**src/rtl/i_deser.sv**
```systemverilog
// rtl/i_deser.sv - input-side serial-to-parallel deserializer with bitslip alignment
// A slip freezes the bit counter for one sample, moving the word boundary one bit later.
module i_deser #(
    parameter logic [127:0] IOSTANDARD = "DEFAULT",
    parameter int           WIDTH      = 4
) (
    input  logic                     CLK,
    input  logic                     RST,
    input  logic                     D,
    input  logic                     EN,
    input  logic                     BITSLIP,
    output logic [WIDTH-1:0]         Q,
    output logic                     DATA_VALID,
    output logic                     BITSLIP_BUSY,
    output logic [$clog2(WIDTH)-1:0] SLIP_CNT
);

    localparam int CW = $clog2(WIDTH);

    function automatic bit has_pfx(input logic [127:0] s, input logic [127:0] p, input int plen);
        int slen;
        slen = 0;
        for (int i = 0; i < 16; i++) begin
            if (s[i*8 +: 8] != 8'd0) slen = i + 1;
        end
        return (slen > plen) && ((s >> ((slen - plen) * 8)) == p);
    endfunction

    function automatic bit iostd_ok(input logic [127:0] s);
        return (s == 128'("DEFAULT")) || (s == 128'("LVTTL")) || (s == 128'("HSUL_12")) ||
               (s == 128'("PCI66"))   || (s == 128'("PCIX133")) || (s == 128'("POD_12")) ||
               has_pfx(s, 128'("LVCMOS_"), 7) || has_pfx(s, 128'("HSTL_"), 5) ||
               has_pfx(s, 128'("SSTL_"), 5);
    endfunction

    if (WIDTH < 3 || WIDTH > 10) begin : g_bad_width
        $fatal(1, "%m: WIDTH=%0d is illegal; legal range is 3..10", WIDTH);
    end

    if (!iostd_ok(IOSTANDARD)) begin : g_bad_iostd
        $fatal(1, "%m: IOSTANDARD \"%s\" is illegal; valid: DEFAULT, LVCMOS_*, LVTTL, HSTL_*, HSUL_12, PCI66, PCIX133, POD_12, SSTL_*",
               IOSTANDARD);
    end

    typedef enum logic [1:0] {IDLE, SLIP_PEND, SLIP_GUARD} state_t;

    state_t          state, state_d;
    logic            guard_seen, guard_seen_d;
    logic            bs_q;
    logic [WIDTH-1:0] sh;
    logic [CW-1:0]   cnt;
    logic            slip_edge, freeze, word_done;

    always_comb begin
        state_d      = state;
        guard_seen_d = guard_seen;
        slip_edge    = BITSLIP & ~bs_q;
        freeze       = EN && (state == SLIP_PEND);
        word_done    = EN && !freeze && (cnt == CW'(WIDTH - 1));
        if (EN) begin
            case (state)
                IDLE: if (slip_edge) state_d = SLIP_PEND;
                SLIP_PEND: begin
                    state_d      = SLIP_GUARD;
                    guard_seen_d = 1'b0;
                end
                SLIP_GUARD: if (word_done) begin
                    if (guard_seen) state_d = IDLE;
                    else            guard_seen_d = 1'b1;
                end
                default: state_d = IDLE;
            endcase
        end
    end

    always_ff @(posedge CLK or posedge RST) begin
        if (RST) begin
            state      <= IDLE;
            guard_seen <= 1'b0;
            bs_q       <= 1'b0;
            sh         <= '0;
            cnt        <= '0;
            Q          <= '0;
            DATA_VALID <= 1'b0;
            SLIP_CNT   <= '0;
        end else begin
            state      <= state_d;
            guard_seen <= guard_seen_d;
            DATA_VALID <= 1'b0;
            if (EN) begin
                bs_q <= BITSLIP;
                sh   <= {sh[WIDTH-2:0], D};
                if (!freeze) cnt <= (cnt == CW'(WIDTH - 1)) ? '0 : cnt + 1'b1;
                if (word_done) begin
                    Q          <= {sh[WIDTH-2:0], D};
                    DATA_VALID <= 1'b1;
                end
                if (freeze) SLIP_CNT <= (SLIP_CNT == CW'(WIDTH - 1)) ? '0 : SLIP_CNT + 1'b1;
            end
        end
    end

    assign BITSLIP_BUSY = (state != IDLE);

endmodule

```
**config.mk**
```make
export PLATFORM = sky130hd
export DESIGN_NAME = i_deser
export DESIGN_NICKNAME = d
export VERILOG_FILES = /design/src/rtl/i_deser.sv
export SDC_FILE = /design/constraint.sdc
export NUM_CORES = 1
export LEC_CHECK = 0
export ABC_AREA = 0
export CAP_MARGIN = 30
export CORE_AREA = 5 5 42 44
export DETAILED_ROUTE_END_ITERATION = 12
export DIE_AREA = 0 0 47 49
export DONT_BUFFER_PORTS = 1
export GPL_TIMING_DRIVEN = 0
export PLACE_DENSITY = 0.63
export SLEW_MARGIN = 40
export SYNTH_ARGS = -nofsm -noshare
export SYNTH_HDL_FRONTEND = slang
export SYNTH_SLANG_ARGS = --single-unit
```
**constraint.sdc**
```tcl
create_clock -name CLK -period 2.1 [get_ports CLK]
set_input_delay 0.525 -clock CLK [delete_from_list [all_inputs] [get_ports CLK]]
set_output_delay 0.525 -clock CLK [all_outputs]
set_load 0.05 [all_outputs]
```
# Word-level counts from Yosys, hierarchy flattened
# Cells that the tools add are included.
# op_classes
n_addsub	2
muxes	10
bitwise	3
n_eq_ne	7
reduce_logical	12
# op_table
operator	n
two-way mux 2 bit	5
equality test 2 bit, second input constant	3
!= test 2 bit, second input constant	3
case mux 2 bit (3 select lines)	1
AND reduction 2 bit	3
adder 2 x 1 -> 2 bit, second input constant	2
AND reduction 4 bit	1
nonzero test 2 bit	2
logical AND 1 bit	3
two-way mux 1 bit	3
AND reduction 3 bit	1
equality test 2 x 1 -> 1 bit, second input constant	1
zero test 2 bit	1
NOT 1 bit	2
case mux 1 bit (2 select lines)	1
AND 1 bit	1
zero test 1 bit	1
# totals
word_cells	42
output_inout_bits	8
in_bits	5
ff_bits	16

# Logic depth before layout (Yosys ltp)
# Gate-level depths: netlist (run 1).
# depth
depth_word	7
depth_mapped	4
depth_no_buf	4

# Least setup slack after synthesis (run 1)
# Ideal clock, no wire load.
# synth_path
path_kind	register to output
from	register state[0]
to	output port BITSLIP_BUSY
t_arrival_ps	826
n_path_buf	0
setup_slack_ps	749
t_required_ps	1575
stages_incl_launch_ff	2
path_cell_list	dfrtp_1 or2_2
# synth_via
elab_chain_len	1
# synth_lines
item	line	source
start: declaration	47	state_t state, state_d;
start signal: assignment	87	state <= state_d;
nonzero test 2 bit	103	assign BITSLIP_BUSY = (state != IDLE);
end: declaration	14	output logic BITSLIP_BUSY,
# No other way between the ends.

# Final worst setup path (run 1)
# Same ends and word-level chain as after synthesis.

==> results of run 1 <==
cell usage after synthesis, types with 2 or more instances:
cell | n | area share [%]
o21ai_0 | 3 | 2.2
inv_1 | 2 | 1.1
nor3_1 | 2 | 1.5
mux2_4 | 4 | 8.8
nand2_1 | 2 | 1.1
buf_6 | 2 | 3.3
ha_1 | 2 | 3.7
mux2_2 | 7 | 12
dfrtp_1 | 16 | 59
where the power goes:
group	internal, W	switching (W)	total (W)	leakage [nW]
Sequential	0.000413	0.000309	0.000722	0.192
Clock	0.000105	0.0000933	0.000199	0.0210
Combinational	0.000166	0.000132	0.000299	0.141
per-layer routing:
layer  track usage, %  share of wire (%)  up-vias
met5                0                  0        -
met4            8.295                2.9        0
met3            5.535                 11        4
met2            12.90                 44       17
met1            12.88                 42      180
li1                 -                  -      178
final timing paths:
check / from / end / slack [ns] / cells after the start
worst max-delay path: state[0] / BITSLIP_BUSY / 0.42 / 1
worst min-delay path: RST / Q[2] / 0.19 / 1
worst max register to register: cnt[0] / Q[3] / 0.74 / 4
worst min register to register: sh[2] / sh[2] / 0.52 / 1
max in group asynchronous: RST / guard_seen / 1.53 / 1
min in group CLK: BITSLIP / state[0] / 0.37 / 1
per-stage QoR:
stage | cell area (µm²) | worst slack [ns] | total power, W
final | 740.7 | 0.4159 | 0.001219
after floorplan | 684.4 | 0.7495 | 0.0009668
after CTS | 740.7 | 0.4116 | 0.001232
after detailed placement | 704.4 | 0.7239 | 0.001034
after global routing | 740.7 | 0.3649 | 0.001281
after global placement | 704.4 | 0.7291 | 0.001001
final cells by class:
type | instances | area [µm²]
Fill cell | 118 | 660.6
Sequential cell | 16 | 400.4
Multi-Input combinational cell | 29 | 254.0
Clock buffer | 4 | 36.28
Buffer | 2 | 22.52
Tap cell | 16 | 20.02
Inverter | 2 | 7.507
cell families (layout without fill, tap and decap cells):
logic type | Yosys count | count (layout) | share of synthesized area, %
adders and majority gates | 2 | 2 | 3.656
DFF | 16 | 16 | 58.50
and+or+nand+nor | 9 | 9 | 6.949
AOI/OAI and AO/OA | 7 | 7 | 6.216
buffers and inverters | 4 | 8 | 4.388
muxes | 11 | 11 | 20.29
sequential cells by signal (all words and copies together), names as in the netlist:
register    flops
state           2
Q               4
cnt             2
DATA_VALID      1
sh              3
guard_seen      1
bs_q            1
SLIP_CNT        2
==> impl_results.md, run 1 <==
* Status: finished clean
* Actual slew at the worst max-slew pin at 0.5910 ns
* First-pass GRT wire length at 1.662 mm
* Via density at 5.493
* Hold Worst Slack at 0.1871 ns
* GRT Util Overall at 10.42%
* Hold Crit Class: input pin to asynchronous set/reset pin
* Dpl hpwl at 801.7 µm
* Root buffer cell: clkbuf_4
* Final hold violation count at 0
* Detailed-route wire length per cell at 15.38 µm
* CP Data Required Time at 1.57 ns
* Most frequent cells in the layout: dfrtp_1, mux2_2, mux2_4
* I/O Buffers at 0
* Crit-path slowest cell: or2_2
* Synthesized area per cell at 13.97 µm²
* Crit path launch type: register
* Initial drt markers at 7
* Endpoint class of the critical path: output pin
* Non-filler cells in the finished layout at 69
* Site Rows at 14
* Post-Route WL at 1.061 mm
* DRC at 0
* DP Cell Count at 65
* Final Net Count at 61
* DR vias at 379
* Die X at 47 µm
* Worst setup path category: register to output pin
* Delay-heaviest family, CP: simple AND/OR/NAND/NOR gates
* Synth async-reset ratio at 100.0%
* Most common library cell in the layout ignoring fill and taps: dfrtp_1
* CP Cell Sequence: or2_2
* Post-CTS setup buffers at 0
* Ant diodes at 0
* H-tree levels at 1
* Synth unique cells at 18
* EDFF count, synth at 0
* FF+latch count, synth at 16
* Total congestion overflow at 0
* Peak VDD IR at 0.0006823 V
* Routability cong. at 0.8202
* Slowest stage delay, CP at 0.45 ns
* Worst Path Buf+Inv at 0
* Arrival time worst endpoint at 1.16 ns
* Initial antenna violation count at 0
* Clk sinks at 16
* Clk buf depth at 2
* Pin count of the biggest net entering global routing at 17
* Max-slew violations at 0
* Setup TNS at 0 ns
* Max_slew headroom at 60.56%
* I/O pin count at 13
* Num CTS Buffers at 3
* First-pass iteration count of the detailed router at 3
* Fin util at 52.86%
* Ys flop type: dfrtp_1
* Final Critical Period at 1.684 ns
* Synthesized area at 684.4 µm²
* Hold Buf Count CTS at 0
* Final worst-path cycle share at 80.20%
* Power per cell area at 1646 mW/mm²
* RSZ-0062 raised after global routing: no
* Layout cells sized above 1 at 33.96%
* Gate Count Post-Synth at 49
* # setup viols final at 0
* Syn Nets at 56
* Lkg Pwr at 0.3542 nW
* Core area at 0.001401 mm²
* Number of global-route vias before repair at 406
* Area Overhead vs Synth at 8.227%
* Post-route ant nets at 0
* Peak fanout along the critical path at 6
* Skew-Pair Late Insertion Delay at 0.28 ns
* TritonCTS clock tree: built
* FMAX at 593.8 MHz
* Post-CTS sizing at 0
* Clock transition at path regs at 0.09 ns
* Skew final at 0.001644 ns
* Yosys warns at 0
* Seq/Total Area, Yosys at 58.50%
* Die Area at 0.002303 mm²
* Initial Utilization at 48.84%
* Max-cap violations at 0
* Die Span Y at 49 µm
(Power assumes the default switching activity.)
==> inputs of run 2 (changes only) <==
==> constraint.sdc (replaced) <==
create_clock -name CLK -period 1.61 [get_ports CLK]
set_input_delay 0.4025 -clock CLK [delete_from_list [all_inputs] [get_ports CLK]]
set_output_delay 0.4025 -clock CLK [all_outputs]
set_load 0.05 [all_outputs]
==> impl_results.md, run 2 (synthesis gave the netlist of run 1 again) <==
* Status: finished clean (unchanged)
* Area after DPL at 704.4 µm² (unchanged)
* Actual slew at the worst max-slew pin at 0.5908 ns (was 0.5910 ns)
* Endpoint class of the critical path: output pin (unchanged)
* Delay-heaviest family, CP: flip-flops (was simple AND/OR/NAND/NOR gates)
* Lkg Pwr at 0.3541 nW (was 0.3542 nW)
* Number of global-route vias before repair at 406 (unchanged)
* Routability cong. at 0.8202 (unchanged)
* TritonCTS clock tree: built (unchanged)
* Most common library cell in the layout ignoring fill and taps: dfrtp_1 (unchanged)
* Clk buf depth at 2 (unchanged)
* Area Overhead vs Synth at 8.592% (was 8.227%)
* Final Cell Area at 743.2 µm² (was 740.7 µm²)
* Power per cell area at 2151 mW/mm² (was 1646 mW/mm²)
* Peak fanout along the critical path at 6 (unchanged)
* Dpl hpwl at 801.7 µm (unchanged)
* Total congestion overflow at 0 (unchanged)
* First-pass iteration count of the detailed router at 2 (was 3)
* Reg-to-reg endpoint: Q[3] (unchanged)
* Peak VDD IR at 0.0008865 V (was 0.0006823 V)
* Most frequent cells in the layout: dfrtp_1, mux2_2, mux2_4 (unchanged)
* I/O Buffers at 0 (unchanged)
* Detailed-route wire length per cell at 15.51 µm (was 15.38 µm)
* Leading registers by flop count: Q x4, sh x3 (unchanged)
* Ant diodes at 0 (unchanged)
* Skew-Pair Late Insertion Delay at 0.27 ns (was 0.28 ns)
* Post-Route WL at 1.070 mm (was 1.061 mm)
* Worst Path Buf+Inv at 0 (unchanged)
* Worst R2R Path Depth at 4 (unchanged)
* Non-filler cells in the finished layout at 69 (unchanged)
* DP Cell Count at 65 (unchanged)
* Slowest stage delay, CP at 0.44 ns (was 0.45 ns)
* Final worst-path cycle share at 91.32%
* Max-cap violations at 0 (unchanged)
* GRT Util Overall at 10.42% (unchanged)
* Setup TNS at 0 ns (unchanged)
* Skew final at 0.0009885 ns (was 0.001644 ns)
* Worst setup path end: BITSLIP_BUSY (unchanged)
* Crit-path slowest cell: dfrtp_1 (was or2_2)
* Via density at 5.536 (was 5.493)
* Hold Crit Class: input pin to asynchronous set/reset pin (unchanged)
* FMAX at 680.1 MHz
* Post-route ant nets at 0 (unchanged)
* Arrival time worst endpoint at 1.07 ns (was 1.16 ns)
* Die Area at 0.002303 mm² (unchanged)
* RSZ-0062 raised after global routing: no (unchanged)
* Layout cells sized above 1 at 33.96% (unchanged)
* Pin count of the biggest net entering global routing at 17 (unchanged)
* H-tree levels at 1 (unchanged)
* Initial antenna violation count at 0 (unchanged)
* Max-slew violations at 0 (unchanged)
* RR Startpoint: cnt[0] (unchanged)
* CP Cell Sequence: or2_4 (was or2_2)
* Final hold violation count at 0 (unchanged)
* Crit path launch type: register (unchanged)
* Top reg by flops: Q (unchanged)
* Num CTS Buffers at 3 (unchanged)
* Post-CTS setup buffers at 0 (unchanged)
* Die Span Y at 49 µm (unchanged)
* DR vias at 382 (was 379)
* Stages on worst setup path at 1 (unchanged)
* # setup viols final at 0 (unchanged)
* Max_slew headroom at 60.57% (was 60.56%)
* Worst setup path category: register to output pin (unchanged)
* Core area at 0.001401 mm² (unchanged)
* Site Rows at 14 (unchanged)
* Root buffer cell: clkbuf_4 (unchanged)
* Hold Buf Count CTS at 0 (unchanged)
* Critical Path Start: state[0] (unchanged)
* Final Critical Period at 1.470 ns
* I/O pin count at 13 (unchanged)
* Clk sinks at 16 (unchanged)
* Initial drt markers at 4 (was 7)
* DRC at 0 (unchanged)
* Clock transition at path regs at 0.09 ns (about the same)
* First-pass GRT wire length at 1.662 mm (unchanged)
* Final Net Count at 61 (unchanged)
* Final Power at 0.001598 W (was 0.001219 W)
* Post-CTS sizing at 0 (unchanged)
* Largest register FFs at 4 (unchanged)
* R2R Setup Slk at 0.25 ns (was 0.74 ns)
* Initial Utilization at 48.84% (unchanged)
* CP Data Required Time at 1.21 ns (was 1.57 ns)
* Die X at 47 µm (unchanged)
[run 2: cell count changes in the layout (fill, tap and decap cells not counted)]
cell | before | now
or2_4 | 0 | 1
or2_2 | 1 | 0
[run 2: layout make-up]
type | instances | area [µm²]
fill | 119 | 658.1
sequential | 16 | 400.4
multi-input combinational | 29 | 256.5
clock buffer | 4 | 36.28
buffer | 2 | 22.52
tap | 16 | 20.02
inverter | 2 | 7.507
[run 2: through the flow]
| stage | util, % | worst slack, ns | hold WS [ns] |
|---|---|---|---|
| 2_1_floorplan | - | 0.2899 | 0.3162 |
| 3_3_place_gp | 50.27 | 0.2670 | 0.3649 |
| 3_5_place_dp | 50.27 | 0.2566 | 0.3833 |
| 4_1_cts | 52.86 | 0.04408 | 0.07600 |
| 5_1_grt | 53.04 | 0.09305 | 0.1137 |
| 6_report | 53.04 | 0.1397 | 0.06609 |
[run 2: power by group]
| part | switching (W) | internal, W |
|---|---|---|
| clock | 0.000119 | 0.000137 |
| sequential | 0.000405 | 0.000539 |
| combinational | 0.000173 | 0.000225 |
| total | 0.000697 | 0.000901 |
[run 2: routing by layer]
| metal | GRT usage, % | vias up | wire length [µm] |
|---|---|---|---|
| li1 | - | 177 | - |
| met1 | 12.88 | 187 | 430 |
| met2 | 12.90 | 14 | 497 |
| met3 | 5.535 | 4 | 103 |
| met4 | 8.295 | 0 | 39 |
| met5 | 0 | - | 0 |
[run 2: worst min path at each step]
stage | start | to | slack, ns | cells past startpoint
global route | RST | Q[3] | 0.11 | 1
detailed placement | RST | Q[3] | 0.38 | 1
finish | RST | Q[3] | 0.07 | 1
global placement | RST | sh[2] | 0.36 | 1
CTS | RST | Q[2] | 0.08 | 1
floorplan | RST | DATA_VALID | 0.32 | 1
